File: config.mk
export PLATFORM = sky130hd
export DESIGN_NAME = reg_dump_unit
export DESIGN_NICKNAME = d
export VERILOG_FILES = /design/src/rtl/reg_dump_unit.sv
export SDC_FILE = /design/constraint.sdc
export NUM_CORES = 1
export LEC_CHECK = 0
export CAP_MARGIN = 20
export CORE_UTILIZATION = 40
export CTS_CLUSTER_DIAMETER = 80
export CTS_CLUSTER_SIZE = 8
export DETAILED_ROUTE_END_ITERATION = 7
export PLACE_DENSITY = 0.7
export SETUP_SLACK_MARGIN = 0.2
export SLEW_MARGIN = 20
export SYNTH_ARGS = -nofsm -noshare
export SYNTH_HDL_FRONTEND = slang
export SYNTH_SLANG_ARGS = --single-unit
File: constraint.sdc
create_clock -name i_clock -period 2.3 [get_ports i_clock]
set_input_delay 0.46 -clock i_clock [delete_from_list [all_inputs] [get_ports i_clock]]
set_output_delay 0.46 -clock i_clock [all_outputs]
set_load 0.05 [all_outputs]
File: src/rtl/reg_dump_unit.sv
// Streams every register of a bank to a byte-wide transmitter, least-significant byte first.
// Register reads wait one extra cycle because the bank read is registered.
module reg_dump_unit #(
  parameter int NB_DATA    = 32,
  parameter int NB_ADDR    = 5,
  parameter int BANK_DEPTH = 32,
  parameter int NB_BYTE    = 8
) (
  input  logic               i_clock,
  input  logic               i_reset,
  input  logic               i_start,
  output logic [NB_ADDR-1:0] o_rd_addr,
  input  logic [NB_DATA-1:0] i_rd_data,
  output logic [NB_BYTE-1:0] o_tx_data,
  output logic               o_tx_start,
  input  logic               i_tx_done,
  output logic               o_busy,
  output logic               o_done
);

  localparam int BYTES_PER_REG = NB_DATA / NB_BYTE;
  localparam int NB_BIDX       = (BYTES_PER_REG > 1) ? $clog2(BYTES_PER_REG) : 1;
  localparam logic [NB_BIDX-1:0] LAST_BYTE = NB_BIDX'(BYTES_PER_REG - 1);
  localparam logic [NB_ADDR-1:0] LAST_REG  = NB_ADDR'(BANK_DEPTH - 1);

  typedef enum logic [2:0] {IDLE, ADDR, LATCH, SEND, WAIT_TX, DONE} state_t;

  state_t             state_reg, state_next;
  logic [NB_ADDR-1:0] reg_idx_reg, reg_idx_next;
  logic [NB_BIDX-1:0] byte_idx_reg, byte_idx_next;
  logic [NB_DATA-1:0] shift_reg, shift_next;
  logic [NB_BYTE-1:0] tx_data_reg, tx_data_next;
  logic [NB_DATA-1:0] shifted;

  assign shifted   = shift_reg >> NB_BYTE;
  assign o_tx_data = tx_data_reg;

  always_ff @(posedge i_clock) begin
    if (i_reset) begin
      state_reg    <= IDLE;
      reg_idx_reg  <= '0;
      byte_idx_reg <= '0;
      shift_reg    <= '0;
      tx_data_reg  <= '0;
    end else begin
      state_reg    <= state_next;
      reg_idx_reg  <= reg_idx_next;
      byte_idx_reg <= byte_idx_next;
      shift_reg    <= shift_next;
      tx_data_reg  <= tx_data_next;
    end
  end

  // tx_data_reg is loaded together with the shift register so the byte is
  // already on o_tx_data in the SEND cycle and then holds until the next SEND.
  always_comb begin
    state_next    = state_reg;
    reg_idx_next  = reg_idx_reg;
    byte_idx_next = byte_idx_reg;
    shift_next    = shift_reg;
    tx_data_next  = tx_data_reg;
    o_rd_addr     = reg_idx_reg;
    o_tx_start    = 1'b0;
    o_busy        = 1'b1;
    o_done        = 1'b0;

    case (state_reg)
      IDLE: begin
        o_busy    = 1'b0;
        o_rd_addr = '0;
        if (i_start) begin
          reg_idx_next  = '0;
          byte_idx_next = '0;
          state_next    = ADDR;
        end
      end
      ADDR: begin
        state_next = LATCH;
      end
      LATCH: begin
        shift_next   = i_rd_data;
        tx_data_next = i_rd_data[NB_BYTE-1:0];
        state_next   = SEND;
      end
      SEND: begin
        o_tx_start = 1'b1;
        state_next = WAIT_TX;
      end
      WAIT_TX: begin
        if (i_tx_done) begin
          if (byte_idx_reg != LAST_BYTE) begin
            byte_idx_next = byte_idx_reg + 1'b1;
            shift_next    = shifted;
            tx_data_next  = shifted[NB_BYTE-1:0];
            state_next    = SEND;
          end else if (reg_idx_reg != LAST_REG) begin
            byte_idx_next = '0;
            reg_idx_next  = reg_idx_reg + 1'b1;
            state_next    = ADDR;
          end else begin
            state_next = DONE;
          end
        end
      end
      DONE: begin
        o_done     = 1'b1;
        o_rd_addr  = '0;
        state_next = IDLE;
      end
      default: begin
        state_next = IDLE;
      end
    endcase
  end

endmodule

==> results of run 1 <==
==> cells in the final DEF, fill, tap and decap left out, types with 2 or more instances in the layout <==
master            n
a31oi_1           3
nor2_1           36
a22oi_1           8
dfxtp_1          39
clkbuf_8          6
ha_1              2
a311oi_2         20
inv_1             2
and3_1            2
nor3_1            2
nand3_1           2
nor2b_1           7
clkdlybuf4s50_1  42
nand2b_1          3
a311oi_1          4
buf_4             7
nand2_1          54
o21ai_1           2
dfxtp_2           3
a21oi_1           4
buf_12            7
==> through the flow <==
step	setup WS (ns)	cell area [sq um]	cells
2_1_floorplan	0.377	2190	244
3_3_place_gp	0.203	2710	345
3_5_place_dp	0.145	2710	345
4_1_cts	0.228	2830	352
5_1_grt	0.195	2840	352
6_report	0.248	2840	352
==> what timing repair did <==
item / in CTS / in global routing
resized for setup: 2 / 4
hold endpoints to repair: 0 / 0
pin swaps: 1 / 1
buffers inserted: 0 / 0
setup endpoints to repair: 3 / 5
cloned: 0 / 0
==> worst max-delay path by stage <==
stage | startpoint | endpoint | slack [ns] | cells past startpoint
floorplan | reg_idx_reg[0] | reg_idx_reg[2] | 0.38 | 7
global placement | i_tx_done | shift_reg[18] | 0.20 | 6
detailed placement | i_tx_done | shift_reg[16] | 0.14 | 6
CTS | reg_idx_reg[0] | reg_idx_reg[2] | 0.23 | 7
global route | reg_idx_reg[0] | reg_idx_reg[2] | 0.19 | 7
finish | reg_idx_reg[0] | reg_idx_reg[2] | 0.25 | 7
==> worst register-to-register path, stage by stage (launching register included) <==
cell and delay (ns):
dfxtp_2 0.34, ha_1 0.22, and3_1 0.21, ha_2 0.21, nand2b_4 0.15, a2111oi_4 0.47, o21ai_1 0.13, a31o_1 0.23
==> final cells by class <==
cell class / instances / area (sq um)
clock inverters: 1 / 30.0
repair buffers: 57 / 618
clock buffers: 6 / 82.6
flip-flops and latches: 42 / 845
multi-input cells: 174 / 1170
well taps: 70 / 87.6
inverters: 2 / 7.51
fillers: 459 / 2330
==> kinds of logic (layout without fill, tap and decap cells) <==
family / after synthesis / in the layout / share of synthesized area, %
multiplexers: 1 / 1 / 0.458
AO/OA/AOI/OAI: 50 / 50 / 25.0
buffers and inverters: 28 / 66 / 8.87
XOR/XNOR: 1 / 1 / 0.401
flip-flops: 42 / 42 / 38.5
AND/OR/NAND/NOR: 119 / 119 / 25.1
adder cells (fa/ha/maj): 3 / 3 / 1.72
==> layer usage <==
| layer | global-route usage [%] | part of all wire, % |
|---|---|---|
| met5 | 0 | 0 |
| met4 | 8.08 | 2.1 |
| met3 | 4.10 | 4.3 |
| met2 | 26.2 | 45 |
| met1 | 22.0 | 48 |
==> power groups by stage <==
stage	clock network, W	logic, W	registers [W]
2_1_floorplan	0	0.000307	0.000819
3_3_place_gp	0	0.000388	0.000836
3_5_place_dp	0	0.000395	0.000838
4_1_cts	0.000616	0.000396	0.000821
5_1_grt	0.000640	0.000429	0.000830
6_report	0.000598	0.000393	0.000820
==> run summary, run 1 <==
Drt wl/cell - 13.0 microns
Top FF cell, synth - dfxtp_1
Reg clk slew, reported paths - 0.08 ns
Vias in the first global route - 1680
CP Data Arrival Time - 2.25 ns
Worst reg2reg setup slack - 0.25 ns
Worst path bufs/invs - 0
Hold path cells - 1
H-tree depth - 2
CTS Root Buffer Type - clkbuf_8
Via count - 1820
Crit-path slowest cell - a2111oi_4
Max VDD drop - 0.345 mV
Initial Utilization - 42.3%
Core Rows - 26
FF-to-FF End - reg_idx_reg[2]
Synth Instances - 244
Die width - 75.9 microns
RSZ-0062 raised after global routing - no
Mapped Area - 2190 sq um
Antenna-violating nets left - 0
Synthesized area per cell - 8.96 sq um
Cts-stage hold buffer count - 0
Slew HR - 63.1%
Synth Warn # - 0
Final total power - 0.00181 W
Synth cell types - 42
Max incr delay on CP - 0.47 ns
DR vias/cell - 5.17
Hold_sp - byte_idx_reg[0]
Setup violations, final - 0
Maxcap violations - 0
Clk network pwr share - 33.0%
Drt pass-1 iters - 4
Crit-path cells - ha_1 -> and3_1 -> ha_2 -> nand2b_4 -> a2111oi_4 -> o21ai_1 -> a31o_1
Final #Nets - 321
Reg2Reg Depth - 7
DIE HEIGHT - 75.9 microns
Area grow syn2layout - 29.9%
Final wirelength - 4570 microns
CORE AREA - 5170 sq um
Final setup skew - 0.00270 ns
Initial antenna violation count - 0
Cell taking the most area after synthesis - dfxtp_1
Synth top area cells - dfxtp_1, a311oi_2, nand2_1
CTS tree - done
Final Critical Period - 2.05 ns
Sequential element share of the synthesized area - 38.5%
Largest net degree at the start of global routing - 28
Power per cell area - 638 nW/um^2
Reg-to-Reg Start - reg_idx_reg[0]
Final core area utilization - 54.9%
Worst Tran Pin Value - 0.553 ns
Hold EP - byte_idx_reg[0]
Worst hold path type - flip-flop to flip-flop
Pint - 0.00131 W
Layout cells sized above 1 - 20.2%
IO buf count - 51
Initial DRC count - 85
Synth cell count leaders - nand2_1, dfxtp_1, nor2_1
Flops & latches, synth - 42
Critical path launch point type - flip-flop
TNS Setup - 0 ns
CP required - 2.50 ns
Power share of the combinational group - 21.7%
Routability cong. - 0.751
Worst-path maximum fanout - 5
Leakage - 1.03 nW
Async set-reset flop share out of synthesis - 0%
GR Overflow Total - 0
Number of remaining DRC errors - 0
Diodes inserted - 0
CP top delay family - compound AO/OA/AOI/OAI gates
Post-DP HPWL - 3230 microns
FMAX - 487 MHz
Max Slew Vio Count - 0
I/O pin count - 52
Final worst path period share - 89.2%
Most numerous cell in the Yosys netlist - nand2_1
Crit path capture type - flip-flop
Net switching power - 0.000500 W
Status - complete, no violations
Crit path kind - flip-flop to flip-flop
Syn_nets - 283
Fraction of power spent switching nets - 27.6%
Gr usage total - 16.9%
WHS - 0.485 ns
Number of flip-flops in the largest register - 32
Full die area - 5760 sq um
TritonCTS Buffers - 5
Clock network latency to the later pin of the worst-skew pair - 0.30 ns
Yosys top cell area share - 38.5%
Clock Sinks - 42
Bufs on Longest Clock Path - 2
First-pass GRT wire length - 7810 microns
Number of synthesized flops with an enable pin - 0
Sequential Power Share - 45.3%
Fin. Hold Viols - 0
Power figures use the tool's default switching activity.
==> run 2: changes to the inputs <==
--- a/config.mk
+++ b/config.mk
@@ -5,8 +5,10 @@
 export SDC_FILE = /design/constraint.sdc
 export NUM_CORES = 1
 export LEC_CHECK = 0
+export ABC_AREA = 1
 export CAP_MARGIN = 20
 export CORE_UTILIZATION = 40
+export CTS_BUF_LIST = sky130_fd_sc_hd__clkbuf_2 sky130_fd_sc_hd__clkbuf_4 sky130_fd_sc_hd__clkbuf_8
 export CTS_CLUSTER_DIAMETER = 80
 export CTS_CLUSTER_SIZE = 8
 export DETAILED_ROUTE_END_ITERATION = 7
==> run 2 against run 1 <==
Net effect: core utilization decreased by 0.43 points; sequential power barely moved; largest cell class unchanged; clock power down 20%; power is 6.1% lower; via count grew 10%; worst hold slack got worse by 0.019 ns; final cell count rose by 24%; critical path depth decreased by 3; setup slack better by 0.10 ns; maximum frequency increased by 5.3%; largest power group unchanged; first-iteration DRC count is 14% lower; synthesized area down 5.3%.
==> run summary, run 2 <==
Synthesized area per cell - 6.33 sq um
CTS tree - done
Post-DP HPWL - 3070 microns
Diodes inserted - 0
Drt wl/cell - 9.93 microns
Crit path kind - flip-flop to output pin
Final worst setup slack - 0.351 ns
Most numerous cell in the Yosys netlist - nand2_1
Crit-path slowest cell - dlygate4sd2_1
Core Rows - 25
CTS Root Buffer Type - clkbuf_8
Worst-path maximum fanout - 9
Most frequent cells in the layout - nand2_1, nor2_1, clkdlybuf4s50_1, dfxtp_1, o21ai_1
CP Data Arrival Time - 1.49 ns
Final Critical Period - 1.95 ns
Clock Sinks - 42
Number of synthesized flops with an enable pin - 0
CP top delay family - buffers and inverters
Final non-filler cell total - 435
Placed Cells - 427
DR vias/cell - 4.61
Number of flip-flops in the largest register - 32
Number of remaining DRC errors - 0
Flops & latches, synth - 42
Slew HR - 66.1%
Max Slew Vio Count - 0
Gr usage total - 17.9%
Cts-stage hold buffer count - 0
Final worst path period share - 84.7%
First-pass GRT wire length - 7530 microns
Max incr delay on CP - 0.52 ns
Maxcap violations - 0
Antenna-violating nets left - 0
Most common cell after layout, fill and taps aside - nand2_1
Cell taking the most area after synthesis - dfxtp_1
Sequential element share of the synthesized area - 40.6%
GR Overflow Total - 0
Mapped Area - 2070 sq um
Final wirelength - 4320 microns
I/O pin count - 52
Final #Nets - 406
Fin. Hold Viols - 0
Post-route cell area - 2640 sq um
Crit path capture type - output pin
Critical path launch point type - flip-flop
Reg clk slew, reported paths - 0.08 ns
Routability cong. - 0.833
Async set-reset flop share out of synthesis - 0%
Clock network latency to the later pin of the worst-skew pair - 0.29 ns
IO buf count - 51
H-tree depth - 2
Pre-CTS setup slack - 0.347 ns
Top FF cell, synth - dfxtp_1
Synth cell count leaders - nand2_1, nor2_1, dfxtp_1
Die width - 73.9 microns
Syn_nets - 366
Initial DRC count - 73
Final setup skew - 0.00483 ns
Vias in the first global route - 1779
Synth cell types - 18
Max VDD drop - 0.335 mV
Layout cells sized above 1 - 6.52%
Initial Utilization - 42.7%
Leakage - 1.15 nW
TNS Setup - 0 ns
Via count - 2006
Crit-path cells - inv_2 -> nand3_1 -> inv_1 -> dlygate4sd2_1
Post-CTS Setup Inserts - 0
DIE HEIGHT - 73.9 microns
Drt pass-1 iters - 4
RSZ-0062 raised after global routing - no
Initial antenna violation count - 0
FMAX - 513 MHz
Full die area - 5470 sq um
Worst path bufs/invs - 3
CP required - 1.84 ns
CORE AREA - 4850 sq um
Worst Tran Pin Value - 0.508 ns
Power per cell area - 644 nW/um^2
Synth Warn # - 0
Largest net degree at the start of global routing - 31
Bufs on Longest Clock Path - 2
TritonCTS Buffers - 5
WHS - 0.466 ns
Area post-placement - 2550 sq um
Status - complete, no violations
Synth Instances - 327
Yosys top cell area share - 40.6%
Synth top area cells - dfxtp_1, nand2_1, nor2_1
Fill cells - 514
Worst hold path type - flip-flop to flip-flop
Setup violations, final - 0
Area grow syn2layout - 27.6%
[run 2: worst paths after layout]
path	start	to	slack, ns	cells past startpoint
hold / removal	shift_reg[25]	shift_reg[25]	0.47	2
setup reg to reg	reg_idx_reg[0]	byte_idx_reg[0]	0.62	10
hold reg to reg	shift_reg[25]	shift_reg[25]	0.47	2
setup / recovery	state_reg[2]	o_tx_start	0.35	4
[run 2: timing repair]
action,CTS,global route
gates cloned,0,0
hold endpoints to repair,0,0
setup endpoints to repair,3,5
gates resized for setup,3,1
[run 2: layout make-up]
| cell class | count | area [sq um] | area share (%) |
|---|---|---|---|
| clock buffers | 6 | 76.3 | 2.89 |
| clock inverters | 2 | 13.8 | 0.521 |
| inverters | 17 | 63.8 | 2.42 |
| multi-input cells | 246 | 1040 | 39.3 |
| flip-flops and latches | 42 | 841 | 31.8 |
| well taps | 67 | 83.8 | 3.17 |
| repair buffers | 55 | 524 | 19.8 |
[run 2: worst register-to-register path: cells and delay by family (launching register included)]
| family | cells | cell delay, ns |
|---|---|---|
| AOI/OAI and AO/OA | 2 | 0.33 |
| adders and majority gates | 2 | 0.39 |
| DFF | 1 | 0.39 |
| and+or+nand+nor | 6 | 0.51 |
[run 2: per-layer routing]
metal	vias to the layer above	wire (microns)	GRT usage, %
met3	5	211	4.47
met2	54	1920	29.7
met5	-	0	0
met4	0	67	7.91
li1	1095	-	-
met1	852	2120	22.1
[run 2: kinds of logic (layout without fill, tap and decap cells)]
| group | Yosys count | after routing | share of synthesized area [%] |
|---|---|---|---|
| fa+ha+maj | 3 | 3 | 1.81 |
| flops | 42 | 42 | 40.6 |
| simple gates | 195 | 195 | 36.8 |
| buf+inv | 39 | 80 | 9.19 |
| compound gates | 48 | 48 | 11.6 |
[run 2: metrics by stage]
step           total power, W  utilization, %
5_1_grt               0.00181            54.5
4_1_cts               0.00172            54.5
2_1_floorplan         0.00112               -
3_3_place_gp          0.00124            52.7
3_5_place_dp          0.00124            52.7
6_report              0.00170            54.5
[run 2: power breakdown]
| part | internal (W) | switching [W] | total, W |
|---|---|---|---|
| Clock | 0.000226 | 0.000253 | 0.000479 |
| Sequential | 0.000786 | 0.0000336 | 0.000820 |
| Combinational | 0.000162 | 0.000240 | 0.000402 |
| Total | 0.00117 | 0.000526 | 0.00170 |
==> run 3: changes to the inputs <==
==> constraint.sdc (replaced) <==
create_clock -name i_clock -period 1.9 [get_ports i_clock]
set_input_delay 0.38 -clock i_clock [delete_from_list [all_inputs] [get_ports i_clock]]
set_output_delay 0.38 -clock i_clock [all_outputs]
set_load 0.05 [all_outputs]
==> run 3 against run 2 <==
Net effect: die area did not move; register-to-register slack lost 0.28 ns; clock-buffer cell count decreased by 1; final cell count is 1.4% higher; sequential share of layout area shrank 1.7 points; critical path depth increased by 2; cell area grew 6.7%; worst hold slack improved by 0.00099 ns; critical path type unchanged; largest power group unchanged.
==> run summary, run 3 (synthesis gave the netlist of run 2 again) <==
Status - complete, no violations
Max Slew Vio Count - 0
CORE AREA - 4850 sq um
Final worst path period share - 87.3%
WL met2 - 2070 microns
Fill cells - 482
Placed Cells - 430
Maxcap violations - 0
Fin. Hold Viols - 0
Top routing layer in use - met4
Initial Utilization - 42.7%
RSZ-0062 raised after global routing - yes
Number of remaining DRC errors - 0
Diodes inserted - 0
Reg2Reg Depth - 10
Via count - 2011
CTS tree - done
Core Rows - 25
Most common cell after layout, fill and taps aside - nand2_1
Initial antenna violation count - 0
Setup violations, final - 0
Final wirelength - 4460 microns
H-tree depth - 2
Largest net degree at the start of global routing - 30
Final #Nets - 412
Area grow syn2layout - 36.2%
Clock Sinks - 42
WL met1 - 2200 microns
Final core area utilization - 58.1%
Number of flip-flops in the largest register - 32
Clock network latency to the later pin of the worst-skew pair - 0.29 ns
Crit path kind - flip-flop to output pin
WHS - 0.467 ns
Drt pass-1 iters - 4
FMAX - 603 MHz
Antenna-violating nets left - 0
CTS Root Buffer Type - clkbuf_8
DIE HEIGHT - 73.9 microns
First-pass GRT wire length - 7310 microns
CP required - 1.52 ns
Layout cells sized above 1 - 13.4%
Final setup skew - 0.00651 ns
CP Data Arrival Time - 1.28 ns
Bufs on Longest Clock Path - 2
Final Critical Period - 1.66 ns
Post-DP HPWL - 3130 microns
Vias in the first global route - 1710
Worst hold path type - flip-flop to flip-flop
Routability cong. - 0.829
DR WL met3 - 174 microns
Area of the multi-input gates - 1110 sq um
Slew HR - 48.3%
I/O pin count - 52
Worst-path maximum fanout - 9
TritonCTS Buffers - 5
Die width - 73.9 microns
Final non-filler cell total - 441
Final total power - 0.00213 W
IO buf count - 51
Max VDD drop - 0.556 mV
Reg clk slew, reported paths - 0.08 ns
GR Overflow Total - 0
Worst Tran Pin Value - 0.775 ns
DR vias/cell - 4.56
Gr usage total - 16.9%
TNS Setup - 0 ns
Cts-stage hold buffer count - 0
Full die area - 5470 sq um
Hold path cells - 2
Crit path capture type - output pin
Power per cell area - 757 nW/um^2
Initial DRC count - 105
Drt wl/cell - 10.1 microns
FF/Latch Area - 850 sq um
Critical path launch point type - flip-flop
Most frequent cells in the layout - nand2_1, nor2_1, dfxtp_1, clkdlybuf4s50_1, o21ai_1
Leakage - 1.23 nW
[run 3: what timing repair did]
action | 4_1_cts | 5_1_grt
setup buffers | 2 | 1
setup endpoints to repair | 13 | 11
pin swaps | 2 | 1
endpoints found under the hold margin | 0 | 0
gates resized for setup | 20 | 9
[run 3: power by group]
| part | internal, W | switching [W] |
|---|---|---|
| Combinational | 0.000226 | 0.000321 |
| Sequential | 0.000953 | 0.0000431 |
| Clock | 0.000265 | 0.000325 |
| Total | 0.00144 | 0.000689 |
[run 3: routing by layer]
metal | vias up | global-route usage [%]
met5 | - | 0
met2 | 45 | 27.8
li1 | 1106 | -
met1 | 858 | 22.9
met3 | 2 | 3.39
met4 | 0 | 3.85
[run 3: worst paths after layout]
| path | endpoint | from | slack, ns |
|---|---|---|---|
| worst max-delay path | o_rd_addr[2] | state_reg[2] | 0.24 |
| worst min-delay path | shift_reg[31] | shift_reg[31] | 0.47 |
| worst max register to register | byte_idx_reg[0] | reg_idx_reg[0] | 0.34 |
| worst min register to register | shift_reg[31] | shift_reg[31] | 0.47 |
[run 3: critical path: stages, from the launching register on]
cell and delay (ns):
dfxtp_4 0.38, inv_4 0.07, nand2_2 0.10, o21ai_4 0.07, buf_12 0.14, nor2_4 0.08
buf_6 0.16
[run 3: layout make-up]
cell class              count  area share, %
clock inverters             3          0.888
well taps                  67           2.98
clock buffers               5           2.44
multi-input cells         246           39.5
flip-flops and latches     42           30.2
inverters                  17           2.35
repair buffers             61           21.7
[run 3: metrics by stage]
step	area (sq um)	worst slack, ns
floorplan	2110	0.256
global placement	2640	0.139
detailed placement	2640	0.126
CTS	2790	0.172
global route	2820	0.176
finish	2820	0.242
